[src/rtl/btn_ctrl_pkg.sv]
// Shared definitions for the button controller: per-channel FSM state
// encoding, default timing constants and the mode-bus width helper.
package btn_ctrl_pkg;

    // Per-channel press FSM encoding
    localparam logic [1:0] ST_IDLE   = 2'd0;
    localparam logic [1:0] ST_PRESS  = 2'd1;
    localparam logic [1:0] ST_REPEAT = 2'd2;

    // Default configuration
    localparam int DEF_N_BTN         = 3;
    localparam int DEF_N_MODE        = 2;
    localparam int DEF_DB_CYCLES     = 100000;
    localparam int DEF_HOLD_CYCLES   = 50000000;
    localparam int DEF_REPEAT_CYCLES = 10000000;

    // Width of the mode bus: at least one bit even for two modes
    function automatic int mode_width(input int n_mode);
        return (n_mode > 2) ? $clog2(n_mode) : 1;
    endfunction

endpackage

[src/rtl/btn_db_channel.sv]
// One button channel: 2-flop synchroniser, debounce counter, and the
// IDLE/PRESS/REPEAT FSM with hold and repeat counters. The start and fire
// strobes are next-edge indications; the top registers them into o_pulse
// together with the owner mode, so pulses land one cycle after the level rise.
module btn_db_channel
    import btn_ctrl_pkg::*;
#(
    parameter int DB_CYCLES     = DEF_DB_CYCLES,
    parameter int HOLD_CYCLES   = DEF_HOLD_CYCLES,
    parameter int REPEAT_CYCLES = DEF_REPEAT_CYCLES,
    parameter bit REPEAT_EN     = 1'b0
) (
    input  logic clk,
    input  logic rst,
    input  logic btn,
    output logic level,
    output logic start,
    output logic fire,
    output logic held
);

    localparam int DBW = $clog2(DB_CYCLES) + 1;
    localparam int HW  = $clog2(HOLD_CYCLES) + 1;
    localparam int RW  = $clog2(REPEAT_CYCLES) + 1;

    localparam logic [DBW-1:0] DB_LAST   = DBW'(DB_CYCLES - 1);
    localparam logic [DBW-1:0] DB_ONE    = DBW'(1);
    localparam logic [HW-1:0]  HOLD_LAST = HW'(HOLD_CYCLES - 1);
    localparam logic [HW-1:0]  HOLD_TOP  = HW'(HOLD_CYCLES);
    localparam logic [HW-1:0]  HOLD_ONE  = HW'(1);
    localparam logic [RW-1:0]  REP_LAST  = RW'(REPEAT_CYCLES - 1);
    localparam logic [RW-1:0]  REP_ONE   = RW'(1);

    logic [1:0]     sync_r;
    logic           level_r;
    logic [DBW-1:0] db_cnt_r;
    logic [1:0]     state_r, state_s;
    logic [HW-1:0]  hold_cnt_r, hold_s;
    logic [RW-1:0]  rep_cnt_r, rep_s;
    logic           held_r;

    // Bring the raw button into the clock domain before anything looks at it
    always_ff @(posedge clk or posedge rst) begin
        if (rst) begin
            sync_r <= 2'b00;
        end else begin
            sync_r <= {sync_r[0], btn};
        end
    end

    // Debounce: count consecutive samples that disagree with the level, toggle on the last one
    always_ff @(posedge clk or posedge rst) begin
        if (rst) begin
            level_r  <= 1'b0;
            db_cnt_r <= '0;
        end else if (sync_r[1] != level_r) begin
            if (db_cnt_r == DB_LAST) begin
                level_r  <= ~level_r;
                db_cnt_r <= '0;
            end else begin
                db_cnt_r <= db_cnt_r + DB_ONE;
            end
        end else begin
            db_cnt_r <= '0;
        end
    end

    // Next-state, counter and strobe logic; a release always wins and never pulses
    always_comb begin
        state_s = state_r;
        hold_s  = hold_cnt_r;
        rep_s   = rep_cnt_r;
        start   = 1'b0;
        fire    = 1'b0;
        case (state_r)
            ST_IDLE: begin
                hold_s = '0;
                rep_s  = '0;
                if (level_r) begin
                    state_s = ST_PRESS;
                    start   = 1'b1;
                    fire    = 1'b1;
                end else begin
                    state_s = ST_IDLE;
                end
            end
            ST_PRESS: begin
                if (!level_r) begin
                    state_s = ST_IDLE;
                    hold_s  = '0;
                    rep_s   = '0;
                end else if (REPEAT_EN && (hold_cnt_r == HOLD_LAST)) begin
                    state_s = ST_REPEAT;
                    hold_s  = '0;
                    rep_s   = '0;
                end else if (hold_cnt_r != HOLD_TOP) begin
                    hold_s = hold_cnt_r + HOLD_ONE;
                end else begin
                    hold_s = hold_cnt_r;
                end
            end
            ST_REPEAT: begin
                if (!level_r) begin
                    state_s = ST_IDLE;
                    hold_s  = '0;
                    rep_s   = '0;
                end else if (rep_cnt_r == REP_LAST) begin
                    fire  = 1'b1;
                    rep_s = '0;
                end else begin
                    rep_s = rep_cnt_r + REP_ONE;
                end
            end
            default: begin
                state_s = ST_IDLE;
                hold_s  = '0;
                rep_s   = '0;
            end
        endcase
    end

    // FSM state, counters and the registered held flag
    always_ff @(posedge clk or posedge rst) begin
        if (rst) begin
            state_r    <= ST_IDLE;
            hold_cnt_r <= '0;
            rep_cnt_r  <= '0;
            held_r     <= 1'b0;
        end else begin
            state_r    <= state_s;
            hold_cnt_r <= hold_s;
            rep_cnt_r  <= rep_s;
            held_r     <= (state_s == ST_REPEAT);
        end
    end

    assign level = level_r;
    assign held  = held_r;

endmodule

[src/rtl/btn_mode_router.sv]
// Debounced button router: N_BTN independent channels, each press owned by
// the mode present when it started; pulses go only to that mode's slice.
module btn_mode_router
    import btn_ctrl_pkg::*;
#(
    parameter int               N_BTN         = DEF_N_BTN,
    parameter int               N_MODE        = DEF_N_MODE,
    parameter int               DB_CYCLES     = DEF_DB_CYCLES,
    parameter int               HOLD_CYCLES   = DEF_HOLD_CYCLES,
    parameter int               REPEAT_CYCLES = DEF_REPEAT_CYCLES,
    parameter logic [N_BTN-1:0] REPEAT_MASK   = '0,
    localparam int              MW            = mode_width(N_MODE)
) (
    input  logic                    clk,
    input  logic                    rst,
    input  logic [N_BTN-1:0]        btn,
    input  logic [MW-1:0]           mode,
    output logic [N_MODE*N_BTN-1:0] o_pulse,
    output logic [N_BTN-1:0]        o_level,
    output logic [N_BTN-1:0]        o_held
);

    logic [N_BTN-1:0]        start_s;
    logic [N_BTN-1:0]        fire_s;
    logic [MW-1:0]           owner_r     [N_BTN];
    logic [MW-1:0]           owner_eff_s [N_BTN];
    logic [N_MODE*N_BTN-1:0] pulse_s;
    logic [N_MODE*N_BTN-1:0] pulse_r;

    for (genvar i = 0; i < N_BTN; i++) begin : g_ch
        btn_db_channel #(
            .DB_CYCLES    (DB_CYCLES),
            .HOLD_CYCLES  (HOLD_CYCLES),
            .REPEAT_CYCLES(REPEAT_CYCLES),
            .REPEAT_EN    (REPEAT_MASK[i])
        ) u_ch (
            .clk  (clk),
            .rst  (rst),
            .btn  (btn[i]),
            .level(o_level[i]),
            .start(start_s[i]),
            .fire (fire_s[i]),
            .held (o_held[i])
        );
    end

    // Latch the owner mode at the start of each press; later mode changes are ignored
    always_ff @(posedge clk or posedge rst) begin
        if (rst) begin
            for (int i = 0; i < N_BTN; i++) begin
                owner_r[i] <= '0;
            end
        end else begin
            for (int i = 0; i < N_BTN; i++) begin
                owner_r[i] <= start_s[i] ? mode : owner_r[i];
            end
        end
    end

    // Route each strobe to its owner slice; owners >= N_MODE match no slice and are dropped
    always_comb begin
        pulse_s = '0;
        for (int i = 0; i < N_BTN; i++) begin
            owner_eff_s[i] = start_s[i] ? mode : owner_r[i];
            for (int m = 0; m < N_MODE; m++) begin
                pulse_s[m*N_BTN + i] = fire_s[i] && (owner_eff_s[i] == MW'(m));
            end
        end
    end

    // Registered pulse outputs
    always_ff @(posedge clk or posedge rst) begin
        if (rst) begin
            pulse_r <= '0;
        end else begin
            pulse_r <= pulse_s;
        end
    end

    assign o_pulse = pulse_r;

endmodule
[config.mk]
export PLATFORM = sky130hd
export DESIGN_NAME = btn_mode_router
export DESIGN_NICKNAME = d
export VERILOG_FILES = /design/src/rtl/btn_ctrl_pkg.sv /design/src/rtl/btn_db_channel.sv /design/src/rtl/btn_mode_router.sv
export SDC_FILE = /design/constraint.sdc
export NUM_CORES = 1
export LEC_CHECK = 0
export CORE_ASPECT_RATIO = 2
export CORE_UTILIZATION = 56
export CTS_BUF_LIST = sky130_fd_sc_hd__clkbuf_8 sky130_fd_sc_hd__clkbuf_16
export CTS_CLUSTER_SIZE = 10
export DETAILED_ROUTE_END_ITERATION = 7
export GPL_TIMING_DRIVEN = 1
export PLACE_DENSITY = 0.83
export SLEW_MARGIN = 20
export SYNTH_ARGS = -nofsm -noshare
export SYNTH_HDL_FRONTEND = slang
export SYNTH_HIERARCHICAL = 1
export SYNTH_SLANG_ARGS = --single-unit
[constraint.sdc]
create_clock -name clk -period 2.05 [get_ports clk]
set_input_delay 0.3075 -clock clk [delete_from_list [all_inputs] [get_ports clk]]
set_output_delay 0.3075 -clock clk [all_outputs]
set_load 0.02 [all_outputs]
# == Word-level counts from Yosys, hierarchy flattened ==
# Cells that the tools add are included.
# totals
register_bits,156
input_bits,6
out_inout_bits,12
wordCells,115
# op_classes
addsub,6
n_eq_ne,21
mux,45
n_bitwise,6
reduce_logical,15
# ops
cell,n
two-way mux 25 bit,9
case mux 25 bit (2 select lines),3
two-way mux 18 bit,6
adder 25 x 1 -> 25 bit (second input constant),3
== test 25 x 24 -> 1 bit (second input constant),3
adder 18 x 1 -> 18 bit (second input constant),3
== test 18 x 17 -> 1 bit (second input constant),3
two-way mux 1 bit,18
== test 2 bit (second input constant),6
case mux 2 bit (2 select lines),3
== test 2 x 1 -> 1 bit (second input constant),3
logical AND 1 bit,6
zero test 2 bit,3
two-way mux 2 bit,3
inequality test 2 bit (second input constant),3
inverter 1 bit,6
case mux 1 bit (2 select lines),3
AND reduction 2 bit,3
OR reduction 2 bit,3
inequality test 1 bit,3

# == Logic depth before layout (Yosys ltp) ==
# Gate-level depths: netlist of the first run.
# depth
ltp_word,5
mapped_depth,8
ltp_nobuf,7

# == Modules after synthesis ==
# Netlist of the first run, hierarchy kept.
# by_module_without_submodules
mod,n_inst,cells_each,area_each_um2,seq_area_each_um2
btn_db_channel at g_ch[1].u_ch ...,2,275,2605.0,1226.2
btn_db_channel at g_ch[0].u_ch,1,274,2587.5,1226.2
btn_mode_router,1,22,307.8,225.2

# == Worst setup path before layout of the first run ==
# Ideal clock, no wire load.
# synth_path
kind,register to register
from,reg g_ch[1].u_ch.rep_cnt_r[21]
to,reg g_ch[1].u_ch.rep_cnt_r[0]
setup_ns,0.125
arrival_ns,1.933
required_time_ns,1.925
path_slack_ns,-0.008
path_stages_with_launch,6
n_path_buf,1
synth_period_minus_slack_ns,2.058
cell_sequence,dfrtp_1 > or4_4 > nor4_4 > a2111oi_4 > buf_6 > mux2_2
# synth_between
elab_chain_len,4
# synth_lines
item,line,rtl
from (decl),btn_db_channel.sv:39,"logic [RW-1:0] rep_cnt_r, rep_s;"
from (signal assigned),btn_db_channel.sv:132,rep_cnt_r <= rep_s;
== test 25 x 24 -> 1 bit,btn_db_channel.sv:107,end else if (rep_cnt_r == REP_LAST) begin
two-way mux 25 bit,btn_db_channel.sv:107,
two-way mux 25 bit,btn_db_channel.sv:103,if (!level_r) begin
case mux 25 bit (2 select lines),btn_db_channel.sv:75,case (state_r)
# Every way passes these cells.
# A chain may end at the register's enable or synchronous reset.

# == Worst setup path after layout of the first run ==
# layout_path
from,reg g_ch[1].u_ch.rep_cnt_r[7]
to,reg g_ch[1].u_ch.rep_cnt_r[5]
# The elaborated chain is that of the path after synthesis.

==> results by group, run 1 <==
Clock network
  – Root buffer cell: clkbuf_16
  – Clk slew on worst S/H paths: 70 ps
  – CTS tree: built
  – Worst-Skew Late Latency: approximately 430 ps
  – H-tree depth: 4
  – Clk buf depth: 2
  – Clock Sinks: ~160
  – Post-CTS Hold Buffers: 0
  – CTS Buf Count: 17

Logic synthesis
  – Average cell area after synthesis: between 9 and 10 µm²
  – Top cell type by total area after synthesis: dfrtp_1
  – #FFs+latches synth: 156
  – Most area-consuming cells after synthesis: dfrtp_1 48%, nor2_1 5.1%, xor2_1 4.8%
  – Distinct cell type count after synthesis: 56
  – Syn. warnings: 6
  – Yosys top cell area share: between 40% and 50%
  – Synth async-reset ratio: 100%
  – Mapped cell area: ~8000 µm²
  – Synth Instances: between 800 and 900
  – Post-synth EDFFs: 0
  – Syn Nets: just under 900
  – Sequential share of the synthesized area: ~48%
  – Main synth FF type: dfrtp_1

Global routing
  – Number of global-route vias before repair: roughly 7700
  – GRT Total Usage: 30.6%
  – Gr ovfl total: 0
  – Pin count of the biggest net entering global routing: 50
  – Met3 Use GR: under 10%
  – Most used routing layer in global routing: met2
  – First-pass GRT wire length: about 35000 µm
  – Met2 usage: 54.2%
  – Antenna violations before repair: 0
  – GR Util met1: between 30 and 40%

Cells and area
  – Area Overhead vs Synth: 26.0%
  – Area of the multi-input gates: around 4300 µm²
  – # fillers: approximately 950
  – Final Instance Count excl. Fillers: roughly 1200
  – Register area: 3900 µm²
  – Share of cells above drive strength 1: 21.5%
  – Layout Nets: between 1000 and 1500
  – Antenna fix cells: 0

Detailed routing
  – WL final: around 22000 µm
  – Routed Antenna Nets: 0
  – Via count: between 7000 and 8000
  – Router iterations before antenna repair: 7
  – Routed wire length per instance: between 15 and 20 µm
  – DRC viols: 0
  – Initial DRC count: about 600
  – Vias per cell: about 6.3

Pwr
  – Pwr dens: around 630 nW/µm²
  – Maximum vdd drop: about 0.55 mV
  – Pleak: between 4 and 5 nW

Run status
  – Failing checks: negative setup slack
  – Status: finished, violations left

STA
  – Setup_tns: -190 ps
  – Worst slew pin tran: 633 ps
  – Min setup slack post-route: -49.4 ps
  – Final Cycle Share: 102%
  – Final Hold Viols: 0
  – Fin crit period: approximately 2100 ps
  – Final setup vio count: 7
  – Worst slew margin: a little under 60%
  – Clock skew: roughly 6.3 ps
  – RSZ-0062 raised after global routing: yes
  – Worst hold slack: 322 ps
  – Max-slew violation count: 0
  – Max frequency: approximately 0.48 GHz

Worst setup path
  – Critical path arrival: 2390 ps
  – Reg2Reg Setup Slack: -50 ps
  – Worst r2r path cells: 7
  – Critical Path RT: 2340 ps
  – Terminus of the critical flop-to-flop path: g_ch[1].u_ch/rep_cnt_r[5]
  – CP max FO: 5
  – CP Class: reg2reg
  – Setup crit end kind: register
  – CP Launch Type: register
  – Worst flop-to-flop path startpoint: g_ch[1].u_ch/rep_cnt_r[7]

Placed design
  – DP Cell Count: 1132
  – I/O Buffers: 17
  – HPWL after DPL: ~14000 µm
  – Placer Congestion: a little under 0.9

Floorplan
  – IO Count: 18
  – Initial Util: between 50% and 60%
  – CORE AREA: between 10000 and 15000 µm²
  – Site Rows: between 60 and 70
  – Die X: between 80 and 90 µm
  – Die height: 172 µm
  – Die ar.: 15000 µm²

Min path
  – Hold Path Class: in2async

Job
  – Max-cap violations: 0
-- worst max-delay path by stage --
stage,startpoint,end
floorplan,g_ch[1].u_ch/rep_cnt_r[21],g_ch[1].u_ch/rep_cnt_r[0]
global placement,g_ch[1].u_ch/rep_cnt_r[0],g_ch[1].u_ch/rep_cnt_r[24]
detailed placement,g_ch[2].u_ch/rep_cnt_r[0],g_ch[2].u_ch/rep_cnt_r[24]
CTS,g_ch[1].u_ch/rep_cnt_r[13],g_ch[1].u_ch/rep_cnt_r[18]
global route,g_ch[1].u_ch/rep_cnt_r[7],g_ch[1].u_ch/rep_cnt_r[20]
finish,g_ch[1].u_ch/rep_cnt_r[7],g_ch[1].u_ch/rep_cnt_r[5]
-- power by group --
| group | switching [W] | internal [W] | leakage, nW |
|---|---|---|---|
| logic | 0.0000961 | 0.0000420 | 1.90 |
| clock network | 0.00138 | 0.00184 | 0.299 |
| registers | 0.0000199 | 0.00310 | 2.16 |
-- cell type report --
| cell class | count | area share, % |
|---|---|---|
| Clock buffer | 17 | 4.17 |
| Sequential cell | 156 | 38.2 |
| Tap cell | 189 | 2.32 |
| Clock inverter | 15 | 1.74 |
| Multi-Input combinational cell | 639 | 41.7 |
| Inverter | 33 | 1.21 |
| Timing Repair Buffer | 130 | 10.6 |
-- cells in the final DEF (no fill, tap or decap), types with 5 or more instances in the layout --
cell type        instances
a21o_1                   6
a21oi_1                 14
a21oi_2                  9
a22o_1                   6
a31oi_1                 27
a41oi_2                  5
and2_1                  13
and3_1                  15
and4_1                  11
buf_4                  104
buf_6                    5
clkbuf_16               17
clkdlybuf4s50_1         17
dfrtp_1                156
ha_1                    16
inv_1                   28
inv_6                    6
nand2_1                 87
nand3_1                 55
nand3_2                  5
nand4_1                 40
nor2_1                 109
nor3_1                  21
nor4_1                   6
nor4_4                   6
o21ai_0                 16
or3_1                   10
or4_1                    6
or4_4                    5
xnor2_1                 31
xor2_1                  44
-- registers in the layout, summed over array words and instances (netlist names) --
signal,flops
g_ch.u_ch/state_r,6
g_ch.u_ch/level,3
g_ch.u_ch/sync_r,6
g_ch.u_ch/rep_cnt_r,75
g_ch.u_ch/db_cnt_r,54
o_pulse,6
g_ch.u_ch/held,3
owner_r,3
-- through the flow --
| step | area, µm² | setup slack (ps) | util [%] | power, W |
|---|---|---|---|---|
| after detailed placement | 9210 | -106 | 65.6 | 0.00332 |
| after global routing | 10200 | -116 | 72.7 | 0.00670 |
| after global placement | 9210 | -27.6 | 65.6 | 0.00331 |
| after CTS | 9900 | 3.06 | 70.5 | 0.00654 |
| after floorplan | 8110 | 4.08 | - | 0.00325 |
| final | 10200 | -49.4 | 72.7 | 0.00648 |
-- what timing repair did --
| action | 4_1_cts | 5_1_grt |
|---|---|---|
| buffers inserted | 3 | 11 |
| setup endpoints to repair | 37 | 63 |
| pin swaps | 9 | 26 |
| resized for setup | 6 | 44 |
| cloned | 2 | 0 |
-- synth_stat cells, types with 11 or more instances --
cell type and instances:
xor2_1 44, and2_1 13, nand4_1 40, nand3_1 58, ha_1 18, o21ai_0 16, dfrtp_1 156, nor2_1 111
xnor2_1 31, a21oi_1 24, a31oi_1 29, clkbuf_1 13, and4_1 11, nand2_1 87, and3_1 15, inv_1 31
nor3_1 23
-- logic make-up (layout without fill, tap and decap cells) --
group / count (synthesis) / count (layout) / synth area share, %
compound gates: 112 / 114 / 9.48
xor+xnor: 75 / 75 / 8.10
fa+ha+maj: 18 / 18 / 2.78
buf+inv: 53 / 195 / 2.75
flops: 156 / 156 / 48.2
mux: 10 / 10 / 1.33
simple gates: 422 / 422 / 27.4
-- per-layer routing --
metal | wire (µm) | vias up
met4 | 1350 | 0
met3 | 1180 | 135
li1 | - | 3284
met5 | 0 | -
met2 | 11800 | 367
met1 | 7770 | 3612
-- critical path: stages (launching register included) --
cell and delay (ps):
dfrtp_1 380, or4b_4 550, nor4_4 330, buf_4 200, a2111oi_4 70, buf_4 190
a31oi_1 170, a31oi_1 60
Note: power is estimated with default switching activity, not from simulation.
==> inputs of run 2 (changes only) <==
- CTS_BUF_LIST: sky130_fd_sc_hd__clkbuf_8 sky130_fd_sc_hd__clkbuf_16 -> unset
==> results of run 2 <==
No change in the layout: final DEF, timing and power equal those of run 1.
